### src/rtl/mem_wb_stage.sv
// MEM/WB pipeline register, writeback select and 32x32 register file.
// Two combinational read ports bypass the value being written this cycle.
module mem_wb_stage #(
  parameter int         REG_COUNT = 32,
  parameter logic [5:0] OP_RTYPE  = 6'b000000,
  parameter logic [5:0] OP_LOAD   = 6'b000001,
  parameter logic [5:0] OP_STORE  = 6'b000010,
  parameter logic [5:0] OP_IMM    = 6'b000101
) (
  input  logic        clk,
  input  logic        reset,
  input  logic        stall,
  input  logic        flush,
  input  logic [31:0] MEM_ir,
  input  logic [31:0] MEM_alu_out,
  input  logic [31:0] MEM_mem_out,
  input  logic [4:0]  rs_addr,
  input  logic [4:0]  rt_addr,
  output logic [31:0] rs_data,
  output logic [31:0] rt_data,
  output logic [31:0] WB_ir,
  output logic        WB_we,
  output logic [4:0]  WB_waddr,
  output logic [31:0] WB_wdata
);

  logic [31:0] ir_q, ir_d;
  logic [31:0] alu_q, alu_d;
  logic [31:0] mem_q, mem_d;
  logic [31:0] rf_q [REG_COUNT];

  logic [5:0]  opc;
  logic        is_r, is_ld, is_imm;
  logic        wr_op;
  logic [4:0]  dst;
  logic [31:0] val;

  assign opc    = ir_q[31:26];
  assign is_r   = (opc == OP_RTYPE);
  assign is_ld  = (opc == OP_LOAD);
  assign is_imm = (opc == OP_IMM);

  always_comb begin
    wr_op = 1'b0;
    dst   = 5'd0;
    val   = 32'd0;
    unique case (1'b1)
      is_r: begin
        wr_op = 1'b1;
        dst   = ir_q[15:11];
        val   = alu_q;
      end
      is_ld: begin
        wr_op = 1'b1;
        dst   = ir_q[20:16];
        val   = mem_q;
      end
      is_imm: begin
        wr_op = 1'b1;
        dst   = ir_q[20:16];
        val   = alu_q;
      end
      default: begin
        wr_op = 1'b0;
      end
    endcase
  end

  assign WB_ir    = ir_q;
  assign WB_we    = wr_op && (dst != 5'd0);
  assign WB_waddr = dst;
  assign WB_wdata = val;

  // Flush beats stall: a bubble replaces whatever was held.
  always_comb begin
    ir_d  = ir_q;
    alu_d = alu_q;
    mem_d = mem_q;
    if (flush) begin
      ir_d  = 32'd0;
      alu_d = 32'd0;
      mem_d = 32'd0;
    end else if (!stall) begin
      ir_d  = MEM_ir;
      alu_d = MEM_alu_out;
      mem_d = MEM_mem_out;
    end
  end

  always_ff @(posedge clk) begin
    if (reset) begin
      ir_q  <= 32'd0;
      alu_q <= 32'd0;
      mem_q <= 32'd0;
      for (int i = 0; i < REG_COUNT; i++) begin
        rf_q[i] <= 32'd0;
      end
    end else begin
      ir_q  <= ir_d;
      alu_q <= alu_d;
      mem_q <= mem_d;
      if (WB_we) begin
        rf_q[WB_waddr] <= WB_wdata;
      end
    end
  end

  always_comb begin
    rs_data = rf_q[rs_addr];
    if (rs_addr == 5'd0) begin
      rs_data = 32'd0;
    end else if (WB_we && (rs_addr == WB_waddr)) begin
      rs_data = WB_wdata;
    end
  end

  always_comb begin
    rt_data = rf_q[rt_addr];
    if (rt_addr == 5'd0) begin
      rt_data = 32'd0;
    end else if (WB_we && (rt_addr == WB_waddr)) begin
      rt_data = WB_wdata;
    end
  end

endmodule

### config.mk
export PLATFORM = sky130hd
export DESIGN_NAME = mem_wb_stage
export DESIGN_NICKNAME = d
export VERILOG_FILES = /design/src/rtl/mem_wb_stage.sv
export SDC_FILE = /design/constraint.sdc
export NUM_CORES = 2
export LEC_CHECK = 0
export BUFFER_PORTS_ARGS = -buffer_cell sky130_fd_sc_hd__buf_4
export CORE_UTILIZATION = 50
export CTS_CLUSTER_DIAMETER = 80
export DETAILED_ROUTE_END_ITERATION = 10
export HOLD_SLACK_MARGIN = 0.1
export PLACE_DENSITY = 0.67
export SETUP_SLACK_MARGIN = 0.3
export SYNTH_ARGS = -nofsm -noshare
export SYNTH_HDL_FRONTEND = slang
export SYNTH_SLANG_ARGS = --single-unit
export TNS_END_PERCENT = 1
### constraint.sdc
create_clock -name clk -period 10.3 [get_ports clk]
set_input_delay 0.515 -clock clk [delete_from_list [all_inputs] [get_ports clk]]
set_output_delay 0.515 -clock clk [all_outputs]
set_load 0.02 [all_outputs]
==> flow_metrics.py <==
metrics = {
    "clocking": {
        "ctsRootBufferMaster": "clkbuf_16",
        "cts_buffers": 115,
        "hold_buffers": 96,
        "cts_buffer_depth": 3,
        "cts_resized": 0,
        "cts_tree": "yes",
        "clkSlewWorstSetupHoldPaths_ns": 0.06,
        "htreeDepth": 3,
        "post_cts_buffers": 0,
        "cts.sinks": 1120,
        "clkLatencyLatePin_ns": 0.72,
    },
    "critical_path": {
        "slowest_delay_ns": 0.94,
        "reg2reg_slack_ns": 5.24,
        "critPathKind": "register to primary output",
        "cp_common_cell": "buf_4",
        "crit-reg2reg-launch": "WB_ir[31]$_SDFFE_PP0N_",
        "worstPathCellList": "or4_1 > a211oi_2 > o32a_1 > a211oi_4 > buf_4 > and2_2 > buf_4 > a211oi_1 > buf_4",
        "arrival_ns": 4.98,
        "r2r-end": "rf_q[19][10]$_SDFFCE_PN0P_",
        "endpoint_kind": "primary output",
        "crit_fanout": 18,
        "start_kind": "register",
        "crit_end": "rt_data[19]",
        "required_ns": 9.79,
        "critical-path-top-delay-family": "compound AO/OA/AOI/OAI gates",
        "crit_start": "WB_ir[31]$_SDFFE_PP0N_",
        "r2r.worst_path.cells": 6,
        "worst-path-stages": 9,
        "critical-path-slowest-cell": "or4_1",
        "crit_buf_inv": 3,
    },
    "pwr": {
        "p_per_area_nw_per_um2": 164.3,
        "leakagePower_uw": 0.02266,
        "peakVddDrop_mv": 0.1422,
    },
    "synth": {
        "yosys-top-cells-area": "edfxtp_1 (54%), mux4_2 (23%), nor2_1 (7.2%)",
        "async_flop_share": 0,
        "synthFlopType": "edfxtp_1",
        "ys_ff_latch": 1120,
        "synth.largest_area_cell": "edfxtp_1",
        "yosysWarnings": 0,
        "netlist_instances": 4057,
        "syn_area_sq_um": 57230,
        "synth_top_area_frac": 0.5373,
        "ys_top_cells_by_count": "nor2_1 (1100), edfxtp_1 (1024), mux4_2 (576), clkbuf_1 (251), mux2i_1 (231)",
        "synth.distinct_cells": 56,
        "synth_most_common_cell": "nor2_1",
        "syn_avg_cell_area_sq_um": 14.11,
        "seq_area_frac_synth": 0.5708,
        "synth_edf_count": 1024,
    },
    "floorplan": {
        "rows": 123,
        "die_h_microns": 340.3,
        "ioPinCount": 244,
        "die_w_microns": 340.3,
        "core_sq_um": 113000,
        "dieArea_sq_um": 115800,
        "initial_core_util": 0.5067,
    },
    "final_layout": {
        "syn_to_final_growth_pct": 14.80,
        "final_nets": 4382,
        "fin_cells": 5870,
        "final_util": 0.5816,
        "multi_input_area_sq_um": 23310,
        "final-seq-area_sq_um": 32670,
        "drive_above_1_share": 0.2831,
        "fillers": 8774,
    },
    "sta": {
        "worstMarginPinSlew_ns": 1.216,
        "skew_ns": 0.02172,
        "fin_setup_tns_ns": 0,
        "rsz0062_at_grt": "no",
        "post-route-min-period_ns": 5.496,
        "finalCritPeriodShare": 0.5336,
        "max_slew_margin": 0.1895,
        "hold_viol": 0,
        "fmax_mhz": 181.9,
        "slew_violations": 0,
        "finalSetupViolations": 0,
    },
    "grt": {
        "grt_max_degree": 89,
        "grt_overflow": 0,
        "grt_use_total": 0.3609,
        "grt_pass1_vias": 40620,
        "antenna_found_initial": 2,
        "grt_pass1_wl_mm": 295.0,
    },
    "drt": {
        "via_per_inst": 7.023,
        "vias": 41220,
        "drc": 0,
        "ant_nets": 0,
        "firstDrtPassIters": 5,
        "avgRoutedWirePerCell_microns": 35.75,
        "drt_first_iter_violations": 6728,
        "wl_mm": 209.8,
    },
    "placed_design": {
        "port_buffers": 243,
        "gp_congestion": 0.8928,
        "post-dp-hpwl_mm": 120.0,
        "dp_cells": 5559,
    },
    "status": {
        "outcome": "finished clean",
    },
    "hold_path": {
        "hold_path_class": "primary input to register",
    },
    "flow_run": {
        "cap_violations": 0,
    },
}
## kinds of logic after synthesis
kind of cell,share of synthesized area
and+or+nand+nor,0.09680
DFF,0.5708
muxes,0.2673
buffers and inverters,0.03163
AOI/OAI and AO/OA,0.03325
xor gates and xnor gates,0.0001531
other,0.00006552
## placed cells by master, fill, tap and decap left out, drive strengths merged, types with 32 or more instances in the layout
master,count
a211oi,67
a21oi,68
a22oi,65
buf,374
clkbuf,141
clkinv,46
conb,32
dfxtp,96
dlygate4sd3,96
edfxtp,1024
inv,49
mux2i,231
mux4,576
nand2,211
nor2,1100
nor2b,33
o211ai,35
## metrics by stage
step	hold slack (ns)	setup WS (ns)	instance area (sq um)	total power, uW
6_report	0.1709	4.804	65700	10800
5_1_grt	0.1636	4.661	65700	11010
4_1_cts	0.1477	4.848	65700	10770
3_5_place_dp	0.4876	5.091	60900	6517
3_3_place_gp	0.4739	5.106	60900	6506
2_1_floorplan	0.4638	6.451	57350	6029
## worst min-delay path by stage
stage	start	to	slack, ns	depth (start not counted)
2_1_floorplan	mem_q[0]$_SDFFE_PP0N_	mem_q[0]$_SDFFE_PP0N_	0.46	2
3_3_place_gp	mem_q[27]$_SDFFE_PP0N_	mem_q[27]$_SDFFE_PP0N_	0.47	2
3_5_place_dp	mem_q[30]$_SDFFE_PP0N_	mem_q[30]$_SDFFE_PP0N_	0.49	2
4_1_cts	reset	rf_q[0][30]$_SDFFCE_PN0P_	0.15	1
5_1_grt	reset	rf_q[0][30]$_SDFFCE_PN0P_	0.16	1
6_report	reset	rf_q[0][30]$_SDFFCE_PN0P_	0.17	1
## state kept, by name (all words and copies together), names as in the netlist
signal  cells
WB_ir      32
alu_q      32
rf_q     1024
mem_q      32
## routing by layer
layer,track usage,up-vias,part of all wire
li1,-,15840,-
met1,0.4592,20710,0.33
met2,0.5581,3906,0.46
met3,0.09908,775,0.15
met4,0.2105,0,0.069
met5,0,-,0
## power breakdown
part | internal (uW) | switching, uW
Combinational | 540 | 751
Sequential | 5100 | 92.0
Clock | 2480 | 1830
## area by class of cell
type | count | share of cell area
sequential | 1120 | 0.4973
multi-input combinational | 2521 | 0.3549
timing repair buffer | 471 | 0.05839
clock buffer | 140 | 0.04666
tap | 1500 | 0.02857
clock inverter | 74 | 0.01169
inverter | 43 | 0.002533
antenna | 1 | 0.00003809
(Power assumes the default switching activity.)
